===== src/rtl/hazard_pkg.sv =====
// Shared types and defaults for the MIPS stall/forward controller.
//   - default field widths (Tuse/Tnew, register index, forwarding select)
//   - pipeline stage indices as seen from D (1 = E, 2 = M, 3 = W)
//   - default mult/div busy lengths
//   - sb_entry_t: one in-flight writer {destination, remaining Tnew}
package hazard_pkg;

    localparam int unsigned TNEW_W_DEF = 3;
    localparam int unsigned REG_W_DEF  = 5;
    localparam int unsigned SEL_W_DEF  = 3;

    localparam int unsigned STG_E = 1;
    localparam int unsigned STG_M = 2;
    localparam int unsigned STG_W = 3;

    // Busy cycles; the busy counter is 4 bits wide so both must stay <= 15.
    localparam int unsigned MULT_CYC_DEF = 5;
    localparam int unsigned DIV_CYC_DEF  = 10;

    typedef struct packed {
        logic [REG_W_DEF-1:0]  dst;
        logic [TNEW_W_DEF-1:0] tnew;
    } sb_entry_t;

endpackage


===== src/rtl/hazard_match.sv =====
// Per-operand hazard check against the writer scoreboard.
// Ports:
//   sb_dst, sb_tnew  in   scoreboard, index 0 = stage E (entry[1])
//   rd               in   source register read by the D-stage instruction
//   need             in   operand is actually read
//   tuse             in   cycles until the operand is consumed
//   stall_r          out  youngest matching writer is not ready in time
//   fwd_sel          out  stage number to forward from, 0 = register file
module hazard_match #(
    parameter int unsigned NSTAGE = 3,
    parameter int unsigned TNEW_W = 3,
    parameter int unsigned REG_W  = 5,
    parameter int unsigned SEL_W  = 3
) (
    input  logic [NSTAGE-1:0][REG_W-1:0]  sb_dst,
    input  logic [NSTAGE-1:0][TNEW_W-1:0] sb_tnew,
    input  logic [REG_W-1:0]              rd,
    input  logic                          need,
    input  logic [TNEW_W-1:0]             tuse,
    output logic                          stall_r,
    output logic [SEL_W-1:0]              fwd_sel
);

    // Walk from oldest to youngest so the youngest hit overwrites older ones.
    always_comb begin
        stall_r = 1'b0;
        fwd_sel = '0;
        for (int k = int'(NSTAGE) - 1; k >= 0; k--) begin
            if (need && (rd != '0) && (sb_dst[k] == rd)) begin
                stall_r = (sb_tnew[k] > tuse);
                fwd_sel = (sb_tnew[k] == '0) ? SEL_W'(k + 1) : '0;
            end
        end
    end

endmodule


===== src/rtl/hazard_ctrl.sv =====
// Stall/forward controller for the D stage of the MIPS pipeline.
// Keeps a shift register of in-flight writers for NSTAGE stages after D and a
// mult/div busy counter; produces the D-stage stall and per-operand forwarding
// selects combinationally from the D inputs and that registered state.
// Ports:
//   clk, reset_n                    clock, asynchronous active-low reset
//   d_valid                         D holds a real instruction
//   d_rs/d_rt, d_need_*, d_tuse_*   source operands and their Tuse
//   d_dst, d_tnew                   destination (0 = none) and Tnew in E
//   d_md_use, d_md_start, d_md_div  HI/LO use, mult/div start, start is div
//   stall                           freeze F/D, bubble into E
//   fwd_rs_sel, fwd_rt_sel          0 = register file, k = stage k
//   md_busy, md_count               mult/div unit busy and remaining cycles
module hazard_ctrl
    import hazard_pkg::*;
#(
    parameter int unsigned NSTAGE   = 3,
    parameter int unsigned TNEW_W   = TNEW_W_DEF,
    parameter int unsigned REG_W    = REG_W_DEF,
    parameter int unsigned MULT_CYC = MULT_CYC_DEF,
    parameter int unsigned DIV_CYC  = DIV_CYC_DEF,
    parameter int unsigned SEL_W    = SEL_W_DEF
) (
    input  logic              clk,
    input  logic              reset_n,
    input  logic              d_valid,
    input  logic [REG_W-1:0]  d_rs,
    input  logic [REG_W-1:0]  d_rt,
    input  logic              d_need_rs,
    input  logic              d_need_rt,
    input  logic [TNEW_W-1:0] d_tuse_rs,
    input  logic [TNEW_W-1:0] d_tuse_rt,
    input  logic [REG_W-1:0]  d_dst,
    input  logic [TNEW_W-1:0] d_tnew,
    input  logic              d_md_use,
    input  logic              d_md_start,
    input  logic              d_md_div,
    output logic              stall,
    output logic [SEL_W-1:0]  fwd_rs_sel,
    output logic [SEL_W-1:0]  fwd_rt_sel,
    output logic              md_busy,
    output logic [3:0]        md_count
);

    // Index 0 is the instruction now in E, NSTAGE-1 the oldest tracked one.
    logic [NSTAGE-1:0][REG_W-1:0]  sb_dst_q,  sb_dst_d;
    logic [NSTAGE-1:0][TNEW_W-1:0] sb_tnew_q, sb_tnew_d;
    logic [3:0]                    md_count_q, md_count_d;

    logic stall_rs, stall_rt, stall_md;

    hazard_match #(
        .NSTAGE (NSTAGE),
        .TNEW_W (TNEW_W),
        .REG_W  (REG_W),
        .SEL_W  (SEL_W)
    ) u_match_rs (
        .sb_dst  (sb_dst_q),
        .sb_tnew (sb_tnew_q),
        .rd      (d_rs),
        .need    (d_need_rs),
        .tuse    (d_tuse_rs),
        .stall_r (stall_rs),
        .fwd_sel (fwd_rs_sel)
    );

    hazard_match #(
        .NSTAGE (NSTAGE),
        .TNEW_W (TNEW_W),
        .REG_W  (REG_W),
        .SEL_W  (SEL_W)
    ) u_match_rt (
        .sb_dst  (sb_dst_q),
        .sb_tnew (sb_tnew_q),
        .rd      (d_rt),
        .need    (d_need_rt),
        .tuse    (d_tuse_rt),
        .stall_r (stall_rt),
        .fwd_sel (fwd_rt_sel)
    );

    assign md_busy  = (md_count_q != 4'd0);
    assign md_count = md_count_q;
    assign stall_md = d_md_use && md_busy;
    assign stall    = d_valid && (stall_rs || stall_rt || stall_md);

    // Scoreboard shift: a stalled or empty D slot enters E as a bubble.
    always_comb begin
        sb_dst_d  = sb_dst_q;
        sb_tnew_d = sb_tnew_q;
        if (stall || !d_valid) begin
            sb_dst_d[0]  = '0;
            sb_tnew_d[0] = '0;
        end else begin
            sb_dst_d[0]  = d_dst;
            sb_tnew_d[0] = d_tnew;
        end
        for (int k = 1; k < int'(NSTAGE); k++) begin
            sb_dst_d[k]  = sb_dst_q[k-1];
            sb_tnew_d[k] = (sb_tnew_q[k-1] == '0) ? '0 : sb_tnew_q[k-1] - 1'b1;
        end
    end

    // A start only loads once it actually issues, so it never stalls on itself.
    always_comb begin
        md_count_d = md_count_q;
        if (d_valid && d_md_start && !stall) begin
            md_count_d = d_md_div ? 4'(DIV_CYC) : 4'(MULT_CYC);
        end else if (md_count_q != 4'd0) begin
            md_count_d = md_count_q - 4'd1;
        end
    end

    always_ff @(posedge clk or negedge reset_n) begin
        if (!reset_n) begin
            sb_dst_q   <= '0;
            sb_tnew_q  <= '0;
            md_count_q <= 4'd0;
        end else begin
            sb_dst_q   <= sb_dst_d;
            sb_tnew_q  <= sb_tnew_d;
            md_count_q <= md_count_d;
        end
    end

endmodule

===== config.mk =====
export PLATFORM = sky130hd
export DESIGN_NAME = hazard_ctrl
export DESIGN_NICKNAME = d
export VERILOG_FILES = /design/src/rtl/hazard_pkg.sv /design/src/rtl/hazard_match.sv /design/src/rtl/hazard_ctrl.sv
export SDC_FILE = /design/constraint.sdc
export NUM_CORES = 1
export LEC_CHECK = 0
export CORE_MARGIN = 5
export CORE_UTILIZATION = 46
export DETAILED_ROUTE_END_ITERATION = 8
export PLACE_DENSITY_LB_ADDON = 0.05
export SYNTH_ARGS = -nofsm -noshare
export SYNTH_HDL_FRONTEND = slang
export SYNTH_HIERARCHICAL = 1
export SYNTH_SLANG_ARGS = --single-unit

===== constraint.sdc =====
create_clock -name clk -period 3.8 [get_ports clk]
set_input_delay 0.76 -clock clk [delete_from_list [all_inputs] [get_ports clk]]
set_output_delay 0.76 -clock clk [all_outputs]
set_load 0.02 [all_outputs]

== Word level (Yosys, flattened, before mapping) ==
Index checks and enable logic that the tools add are counted.

* Add/subtract/negate cells: 3
* $lt $le $gt $ge: 6
* Equality and inequality tests: 6
* Mux-type cells: 22
* Reductions and logical operators: 24

{| class="wikitable"
|+ Operator list
! cell !! number
|-
| == test 5 bit || 6
|-
| two-way mux 3 bit || 7
|-
| > comparator 3 bit || 6
|-
| logical AND 1 bit || 12
|-
| two-way mux 4 bit || 3
|-
| nonzero test 5 bit || 2
|-
| zero test 3 bit || 3
|-
| two-way mux 2 bit || 4
|-
| two-way mux 1 bit || 7
|-
| subtractor 3 x 1 -> 3 bit, second input constant || 2
|-
| two-way mux 5 bit || 1
|-
| nonzero test 4 bit || 1
|-
| subtractor 4 x 1 -> 4 bit, second input constant || 1
|-
| logical OR 1 bit || 3
|-
| zero test 1 bit || 2
|-
| nonzero test 2 bit || 1
|}

* Register bits: 28
* Output and inout bits: 12
* Logic and storage cells: 68

== Longest topological paths before layout ==
Gate-level depths: netlist of run 1.

* Depth in word-level cells: 12
* Gate-level depth with buffers: 9

== Cells and area by module ==
The synthesis of run 1 kept the hierarchy.

{| class="wikitable"
|+ Modules (own cells, without submodules)
! module !! times used !! cells each !! area each (µm²) !! seq. area each (µm²)
|-
| hazard_ctrl || 1 || 75 || 1068.5 || 700.7
|-
| hazard_match || 2 || 65 || 481.7 || 0.0
|}

== Least setup slack after synthesis of run 1 ==
OpenSTA, ideal clock, no wires.

* Kind: in2out
* Start: input port d_tuse_rt[1]
* End: output port stall
* Arrival: 2.472 ns
* Slack: 0.568 ns
* Cell stages on the path: 9
* Buffers on the path: 0
* Cells stage by stage: inv_1 > ha_1 > nor2b_1 > o21a_1 > o21ai_0 > or3_1 > a31oi_1 > a211oi_1 > nor2_1

* Word-level cells in the longest chain between the ends: 7
* Elaborated cells between the ends (all ways): 9

{| class="wikitable"
|+ Ends and longest elaborated chain
! what !! line !! source
|-
| start: declaration || hazard_ctrl.sv:32 || <nowiki>input logic [TNEW_W-1:0] d_tuse_rt,</nowiki>
|-
| > comparator 3 bit || hazard_match.sv:30 || <nowiki>stall_r = (sb_tnew[k] > tuse);</nowiki>
|-
| two-way mux 1 bit (2 in a row) || hazard_match.sv:29 || <nowiki>if (need && (rd != '0) && (sb_dst[k] == rd)) begin</nowiki>
|-
| two-way mux 1 bit (*) || hazard_match.sv:29 ||
|-
| via stall_rt || hazard_ctrl.sv:50 || <nowiki>logic stall_rs, stall_rt, stall_md;</nowiki>
|-
| logical OR 1 bit (*) (2 in a row) || hazard_ctrl.sv:85 || <nowiki>assign stall = d_valid && (stall_rs || stall_rt || stall_md);</nowiki>
|-
| logical AND 1 bit (*) || hazard_ctrl.sv:85 ||
|-
| end: declaration || hazard_ctrl.sv:38 || <nowiki>output logic stall,</nowiki>
|}

The timed path passes the listed nets; every way through them passes the cells marked *.

== Final worst setup path of run 1 ==
* Start: input port d_rs[4]
* End: output port fwd_rs_sel[1]

* Word-level cells in the longest chain between the ends: 6
* Elaborated cells between the ends (all ways): 11

{| class="wikitable"
|+ Ends and longest elaborated chain
! what !! line !! source
|-
| start: declaration || hazard_ctrl.sv:27 || <nowiki>input logic [REG_W-1:0] d_rs,</nowiki>
|-
| nonzero test 5 bit || hazard_match.sv:29 ||
|-
| logical AND 1 bit (2 in a row) || hazard_match.sv:29 ||
|-
| two-way mux 3 bit (2 in a row) || hazard_match.sv:29 ||
|-
| two-way mux 3 bit (*) || hazard_match.sv:29 ||
|-
| end: declaration || hazard_ctrl.sv:39 || <nowiki>output logic [SEL_W-1:0] fwd_rs_sel,</nowiki>
|}

Every way passes the cells marked *; elsewhere a longest branch is shown, timed or not.

==> results of run 1 <==
## repair_timing
item                       4_1_cts  5_1_grt
hold buffers                     0        0
setup endpoints to repair        1        4
pin swaps                        0        0
gates resized for setup          1        7
## per-stage QoR
step | worst slack [ns] | area (µm²)
floorplan | 0.5680 | 2032
global placement | -0.1829 | 2654
detailed placement | -0.2020 | 2654
finish | 0.07256 | 2739
CTS | 0.01284 | 2724
global route | 0.02138 | 2739
## power by group
group / internal [mW] / total, mW / switching (mW)
Sequential: 0.344 / 0.398 / 0.0534
Combinational: 0.215 / 0.407 / 0.192
Clock: 0.141 / 0.234 / 0.0928
## cells in the final DEF (no fill, tap or decap), drive strengths merged
cell type and instances:
a2111oi 2, a211oi 1, a21oi 2, a31oi 2
a32oi 2, and2 10, buf 23, bufinv 1
clkbuf 4, clkdlybuf4s50 37, conb 2, dfrtp 28
dlymetal6s2s 3, ha 24, inv 21, mux2 3
mux2i 3, nand2 6, nand3 10, nand3b 2
nand4 4, nor2 6, nor2b 6, nor3 11
nor4 2, o21a 6, o21ai 12, or3 2
or3b 1, or4 2, xnor2 17, xor2 15
## worst paths after layout
| check | from | endpoint | slack (ns) | cells past startpoint |
|---|---|---|---|---|
| setup / recovery | d_rs[4] | fwd_rs_sel[1] | 0.07 | 7 |
| hold / removal | sb_dst_d[6] | sb_dst_d[11] | 0.46 | 0 |
| setup reg to reg | sb_tnew_q[1] | md_count[3] | 1.18 | 9 |
| hold reg to reg | sb_dst_d[6] | sb_dst_d[11] | 0.46 | 0 |
| max in group asynchronous | reset_n | sb_dst_q[10] | 2.68 | 2 |
| min in group asynchronous | reset_n | md_count[3] | 0.85 | 2 |
## worst register-to-register path, delay by kind of cell (launching register included)
family,cells,cell delay [ns]
flip-flops,1,0.49
buffers and inverters,1,0.16
adder cells (fa/ha/maj),1,0.34
AND/OR/NAND/NOR,2,0.30
multiplexers,1,0.36
AO/OA/AOI/OAI,4,0.85
## logic make-up (layout without fill, tap and decap cells)
kind of cell / count (synthesis) / count (layout) / share of synthesized area [%]
and+or+nand+nor: 62 / 62 / 17.67
xor gates and xnor gates: 32 / 32 / 13.79
DFF: 28 / 28 / 34.48
AOI/OAI and AO/OA: 27 / 27 / 10.59
adders and majority gates: 24 / 24 / 14.78
buffers and inverters: 24 / 89 / 5.172
muxes: 6 / 6 / 3.140
other: 2 / 2 / 0.3696
## state kept, by name (all words and copies together) (netlist names)
name and flops:
sb_tnew_q 9, sb_dst_q 5, md_count 4, sb_dst_d 10
## layer usage
| layer | GRT usage (%) | part of all wire [%] |
|---|---|---|
| met5 | 0 | 0 |
| met4 | 3.322 | 0.85 |
| met3 | 3.191 | 5.1 |
| met2 | 23.54 | 45 |
| met1 | 20.85 | 49 |
## cell type report
class / count / share of cell area (%)
sequential: 28 / 25.58
timing repair buffer: 64 / 21.38
tap: 52 / 2.376
clock buffer: 3 / 1.508
inverter: 21 / 2.878
clock inverter: 1 / 1.096
multi-input combinational: 153 / 45.18
==> out/results.env, run 1 <==
MAX_FREQ_MHz=268.3
SYNTHARSTFLOPSHARE_PCT=100.0
POWER_LEAKAGE_nW=1.290
CTS_TREE='built'
NUMBER_OF_ANTENNA_VIOLATIONS_AT_THE_FIRST_CHECK_IN_GLOBAL_ROUTING=0
STD_CELL_ROWS=24
CRIT_BUF_INV=3
MAXIMUM_NUMBER_OF_PINS_ON_ONE_NET_BEFORE_GLOBAL_ROUTE_REPAIR=29
SLEW_HEADROOM_PCT=66.12
FINALMAXSLEWVIOLATIONS=0
SEQUENTIAL_STANDARD_CELL_AREA_UM2=700.7
PEAKVDDDROP_uV=288.4
CTS-BUFFERS-INSERTED=3
CLOCK_PERIOD_MINUS_WORST_SLACK_NS=3.727
DRT_ITER0_DRC=39
FINAL_HOLD_VIOL_COUNT=0
REQUIRED_NS=3.04
GLOBAL_ROUTE.OVERFLOW_TOTAL=0
YOSYSTOPAREACELL='sky130_fd_sc_hd__dfrtp_1'
GRT_PASS1_WL_MM=7.127
NUMBER_OF_NETS_IN_THE_LAYOUT=327
ROUTABILITYCONGESTION=0.7839
CORE-AREA_UM2=4324
CTS_POST_SETUP_BUFFERS_INSERTED=0
PLACE_HPWL_MM=3.627
DETAILROUTE.VIA_COUNT=1599
WORSTSETUPENDPOINTTYPE='output pin'
CLOCK-SINKS=28
MAXCAPVIOLCOUNT=0
TOP_FF_CELL_SYNTH='sky130_fd_sc_hd__dfrtp_1'
POWER_PER_CELL_AREA_nW_PER_UM2=379.3
FINAL.PERIOD_UTILIZATION_PCT=98.09
CP_CELL_SEQUENCE='clkdlybuf4s50_1 > or4_4 > o21ai_2 > nor4_2 > buf_4 > a21oi_1 > clkdlybuf4s50_1'
NETLIST_TOP_CELLS_COUNT='sky130_fd_sc_hd__dfrtp_1, sky130_fd_sc_hd__ha_1, sky130_fd_sc_hd__inv_1, sky130_fd_sc_hd__xnor2_1, sky130_fd_sc_hd__xor2_1'
SYNTH_FP_NETS=261
DIODES=0
MIN-DELAY-PATH-CLASS='flop to flop'
SYNTH_EDF_COUNT=0
DRT_PRE_ANTENNA_ITERS=4
VIASPERCELL=4.966
INSTANCES_NO_FILL=322
SYNTH_SEQUENTIAL_AREA_RATIO_PCT=34.48
RSZ0062_AT_GRT='false'
SYNTH.DISTINCT_CELLS=32
FILLERINSTANCES=361
NUMBER_OF_GLOBAL_ROUTE_VIAS_BEFORE_REPAIR=1552
POST-SYNTH-TOP-AREA-FRACTION_PCT=34.48
PLACE.PORT_BUFFERS=41
POSTROUTEWIRELENGTH_MM=4.358
CLOCK_INSERTION_DELAY_WORST_SKEW_NS=0.27
FIN_TOTAL_PWR_mW=1.039
CLOCKROOTBUFFER='sky130_fd_sc_hd__clkbuf_8'
DATA_ARRIVAL_TIME_OF_THE_WORST_PATH_NS=2.97
SYNTHESIS.AREA_PER_INSTANCE_UM2=9.912
CTS.CLK_SLEW.WORST_PATHS_NS=0.09
FINALSETUPVIOLCOUNT=0
STARTING_UTILIZATION_OF_THE_CORE_AREA_PCT=46.99
TIGHTESTPINTRANSITION_NS=0.5083
DIE_W_UM=76.46
TRACK_USAGE_PCT=14.91
DESIGN.PORTCOUNT=44
STATUS='complete, no violations'
WORSTPATHMAXFANOUT=4
FLOORPLAN.DIE.HEIGHT_UM=76.46
PATH_DELAY_FAMILY='buffers and inverters'
PLACE_INST=318
CRIT_PATH_MOST_REPEATED_CELL='sky130_fd_sc_hd__clkdlybuf4s50_1'
YS_WARN_COUNT=6
DRC_ERRORS=0
CTS.HTREE.LEVELS=1
FLOORPLAN.DIE_AREA_UM2=5846
POSTSYNTHCELLCOUNT=205
WORSTSETUPSTARTPOINTTYPE='input pin'
AREA_OF_COMBINATIONAL_CELLS_WITH_MULTIPLE_INPUTS_UM2=1237
TIMING_WORST_SETUP_PATH_TYPE='input pin to output pin'
SYNTH.MOST_COMMON_CELL='sky130_fd_sc_hd__dfrtp_1'
CRITPATHSLOWESTCELL='sky130_fd_sc_hd__clkdlybuf4s50_1'
FIN_SKEW_NS=0.002094
WL_PER_CELL_UM=13.53
DRIVE_GT1_SHARE_PCT=14.44
CRITICAL_PATH.MAX_STAGE_DELAY_NS=0.63
SYNTH.TOP_CELLS.BY_AREA='sky130_fd_sc_hd__dfrtp_1, sky130_fd_sc_hd__ha_1, sky130_fd_sc_hd__xnor2_1, sky130_fd_sc_hd__xor2_1, sky130_fd_sc_hd__inv_1'
FINAL_CORE_UTIL_PCT=63.34
SETUP_TOTAL_NEGATIVE_SLACK_NS=0
HOLD_SLACK_NS=0.4575
AREA_GROWTH_PCT=34.79
CTS-ROOT-TO-SINK-BUFFERS=2
SYNTH.CELL_AREA_UM2=2032
COUNT_OF_ANTENNA_VIOLATING_NETS_LEFT_AFTER_DETAILED_ROUTING=0
SYNTH-SEQ-CELLS=28
Note: power is estimated with default switching activity, not from simulation.
==> inputs of run 2 (changes only) <==
- ABC_CLOCK_PERIOD_IN_PS: not set -> 3800
- CORE_ASPECT_RATIO: not set -> 1.25
==> run 2 against run 1 <==
Utilization up 1.1 points. First-iteration DRC count is 92% higher. Flip-flop and latch count unchanged. Global-route usage is 1.4 points higher. Non-clock buffer count grew 7. Sequential power barely moved.
==> out/results.env, run 2 (synthesis gave the netlist of run 1 again) <==
STATUS='complete, no violations'
FLOORPLAN.DIE_AREA_UM2=5855  # +0.14%
SETUP_TOTAL_NEGATIVE_SLACK_NS=0  # unchanged
TRACK_USAGE_PCT=16.29  # +1.4 points
LARGEST_REG_FLOPS=10  # unchanged
POSTROUTEWIRELENGTH_MM=4.593  # +5.4%
CLOCK_PERIOD_MINUS_WORST_SLACK_NS=3.706  # -0.02174 ns
VIASPERCELL=4.884  # -1.7%
TIGHTESTPINTRANSITION_NS=0.5190  # +0.01077 ns
CTS-ROOT-TO-SINK-BUFFERS=2  # unchanged
DRC_ERRORS=0  # unchanged
TIMING.RR.START='sb_tnew_q[4]'
WL_PER_CELL_UM=13.71  # +1.3%
MAXCAPVIOLCOUNT=0  # unchanged
LAYOUT.CELLS.MOST_COMMON='sky130_fd_sc_hd__clkdlybuf4s50_1'
CTS-BUFFERS-INSERTED=3  # unchanged
POWER_LEAKAGE_nW=1.312  # +1.7%
MET2ROUTEDLENGTH_MM=2.472  # +25%
DIE_W_UM=69.45  # -9.2%
PLACE.PORT_BUFFERS=41  # unchanged
CTS.CLK_SLEW.WORST_PATHS_NS=0.09  # about the same
STARTING_UTILIZATION_OF_THE_CORE_AREA_PCT=46.63  # -0.36 points
GRT_PASS1_WL_MM=7.741  # +8.6%
FINAL.PERIOD_UTILIZATION_PCT=97.52  # -0.57 points
MET3WIRELENGTH_UM=144  # -35%
INSTANCES_NO_FILL=335  # +4.0%
DIODES=0  # unchanged
PLACE_HPWL_MM=3.744  # +3.2%
CTS_POST_SETUP_BUFFERS_INSERTED=0  # unchanged
MAX_FREQ_MHz=269.9  # +0.59%
ROUTEDLENGTHMET1_MM=1.953  # -7.9%
FIN_SKEW_NS=0.001755  # -0.0003392 ns
COUNT_OF_ANTENNA_VIOLATING_NETS_LEFT_AFTER_DETAILED_ROUTING=0  # unchanged
CLOCK-SINKS=28  # unchanged
ROUTABILITYCONGESTION=0.8172  # +4.2%
DETAILROUTE.VIA_COUNT=1636  # +2.3%
FINAL_HOLD_VIOL_COUNT=0  # unchanged
CLOCK_INSERTION_DELAY_WORST_SKEW_NS=0.27  # about the same
RSZ0062_AT_GRT='false'
WORST-R2R-SETUP-SLACK_NS=1.15  # -0.03 ns
SLEW_HEADROOM_PCT=65.40  # -0.72 points
MIN-DELAY-PATH-CLASS='flop to flop'
CTS_TREE='built'
CTS.HTREE.LEVELS=1  # unchanged
PEAKVDDDROP_uV=207.8  # -28%
WORSTSETUPENDPOINTTYPE='output pin'
REQUIRED_NS=3.04  # about the same
NUMBER_OF_GLOBAL_ROUTE_VIAS_BEFORE_REPAIR=1633  # +5.2%
DRIVE_GT1_SHARE_PCT=16.97  # +2.5 points
STD_CELL_ROWS=27  # +13%
NUMBER_OF_NETS_IN_THE_LAYOUT=334  # +2.1%
CLOCKROOTBUFFER='sky130_fd_sc_hd__clkbuf_8'
DRT_PRE_ANTENNA_ITERS=4  # unchanged
ENDPOINT_OF_THE_WORST_REGISTER_TO_REGISTER_PATH='md_count[1]'
NUMBER_OF_ANTENNA_VIOLATIONS_AT_THE_FIRST_CHECK_IN_GLOBAL_ROUTING=0  # unchanged
SETUP.WORST_PATH.END='fwd_rt_sel[1]'
FINALSETUPVIOLCOUNT=0  # unchanged
WORSTPATHMAXFANOUT=4  # unchanged
GLOBAL_ROUTE.OVERFLOW_TOTAL=0  # unchanged
MAXIMUM_NUMBER_OF_PINS_ON_ONE_NET_BEFORE_GLOBAL_ROUTE_REPAIR=29  # unchanged
DEPTH_OF_THE_MOST_CRITICAL_REG_TO_REG_PATH=9  # unchanged
CORE-AREA_UM2=4358  # +0.78%
COMMONEST_NON_FILL_NON_TAP_CELLS_IN_THE_LAYOUT='sky130_fd_sc_hd__clkdlybuf4s50_1, sky130_fd_sc_hd__buf_4, sky130_fd_sc_hd__dfrtp_1'
DETAILEDPLACE.WORSTSLACK_NS=-0.2053  # -0.003227 ns
PLACE_INST=331  # +4.1%
TIMING_WORST_SETUP_PATH_TYPE='input pin to output pin'
LAYOUT_SETUP_WS_NS=0.09431  # +0.02174 ns
FIRST_ELEMENT_OF_THE_CRITICAL_PATH='d_rt[4]'
DRT_ITER0_DRC=75  # +92%
DATA_ARRIVAL_TIME_OF_THE_WORST_PATH_NS=2.95  # -0.02 ns
WORSTSETUPSTARTPOINTTYPE='input pin'
FINAL_CORE_UTIL_PCT=64.48  # +1.1 points
AREA_GROWTH_PCT=38.30
HOLDBUFCOUNTCTS=0  # unchanged
FIN_TOTAL_PWR_mW=1.047  # +0.78%
FLOORPLAN.DIE.HEIGHT_UM=84.31  # +10%
POWER_PER_CELL_AREA_nW_PER_UM2=372.6  # -1.8%
HIGHEST-SIGNAL-LAYER='met4'
FINALMAXSLEWVIOLATIONS=0  # unchanged
DESIGN.PORTCOUNT=44  # unchanged
run 2: power by group:
part	switching [mW]	internal, mW	total [mW]
Sequential	0.0543	0.344	0.399
Clock	0.0909	0.141	0.232
Combinational	0.196	0.221	0.417
run 2: critical path: stages:
cell and delay, ns:
sky130_fd_sc_hd__clkdlybuf4s50_1 0.49, sky130_fd_sc_hd__or4_4 0.56, sky130_fd_sc_hd__o21ai_2 0.16, sky130_fd_sc_hd__nor4_2 0.08, sky130_fd_sc_hd__buf_4 0.14, sky130_fd_sc_hd__a21oi_1 0.12
sky130_fd_sc_hd__clkdlybuf4s50_1 0.63
run 2: area by class of cell:
| type | count | area, µm² |
|---|---|---|
| clock inverter | 1 | 30.03 |
| tap | 58 | 72.57 |
| clock buffer | 3 | 41.29 |
| inverter | 21 | 78.83 |
| sequential | 28 | 700.7 |
| timing repair buffer | 71 | 634.4 |
| multi-input combinational | 153 | 1252 |
| fill | 369 | 1548 |
run 2: worst min-delay path by stage:
stage / startpoint / cells past startpoint / to / slack (ns)
floorplan: sb_dst_d[6] / 0 / sb_dst_d[11] / 0.41
global placement: sb_dst_d[7] / 0 / sb_dst_d[12] / 0.43
detailed placement: sb_dst_d[9] / 0 / sb_dst_d[14] / 0.43
CTS: sb_dst_d[9] / 0 / sb_dst_d[14] / 0.45
global route: sb_dst_d[9] / 0 / sb_dst_d[14] / 0.47
finish: sb_dst_d[9] / 0 / sb_dst_d[14] / 0.45
run 2: repair_timing:
item	CTS	global route
endpoints found under the hold margin	0	0
gates resized for setup	2	8
setup endpoints to repair	2	3
run 2: stage by stage:
stage / hold WS [ns] / cell area (µm²)
after floorplan: 0.4084 / 2032
after global placement: 0.4277 / 2714
after detailed placement: 0.4331 / 2714
after CTS: 0.4550 / 2783
after global routing: 0.4655 / 2810
final: 0.4483 / 2810
run 2: per-layer routing:
metal | vias to the layer above | global-route usage [%]
met3 | 2 | 2.635
met1 | 774 | 20.19
li1 | 838 | -
met5 | - | 0
met2 | 22 | 29.69
met4 | 0 | 3.197
==> inputs of run 3 (changes only) <==
- CTS_CLUSTER_DIAMETER: not set -> 80
==> results of run 3 <==
The final DEF is identical to that of run 2; final timing and power are the same.
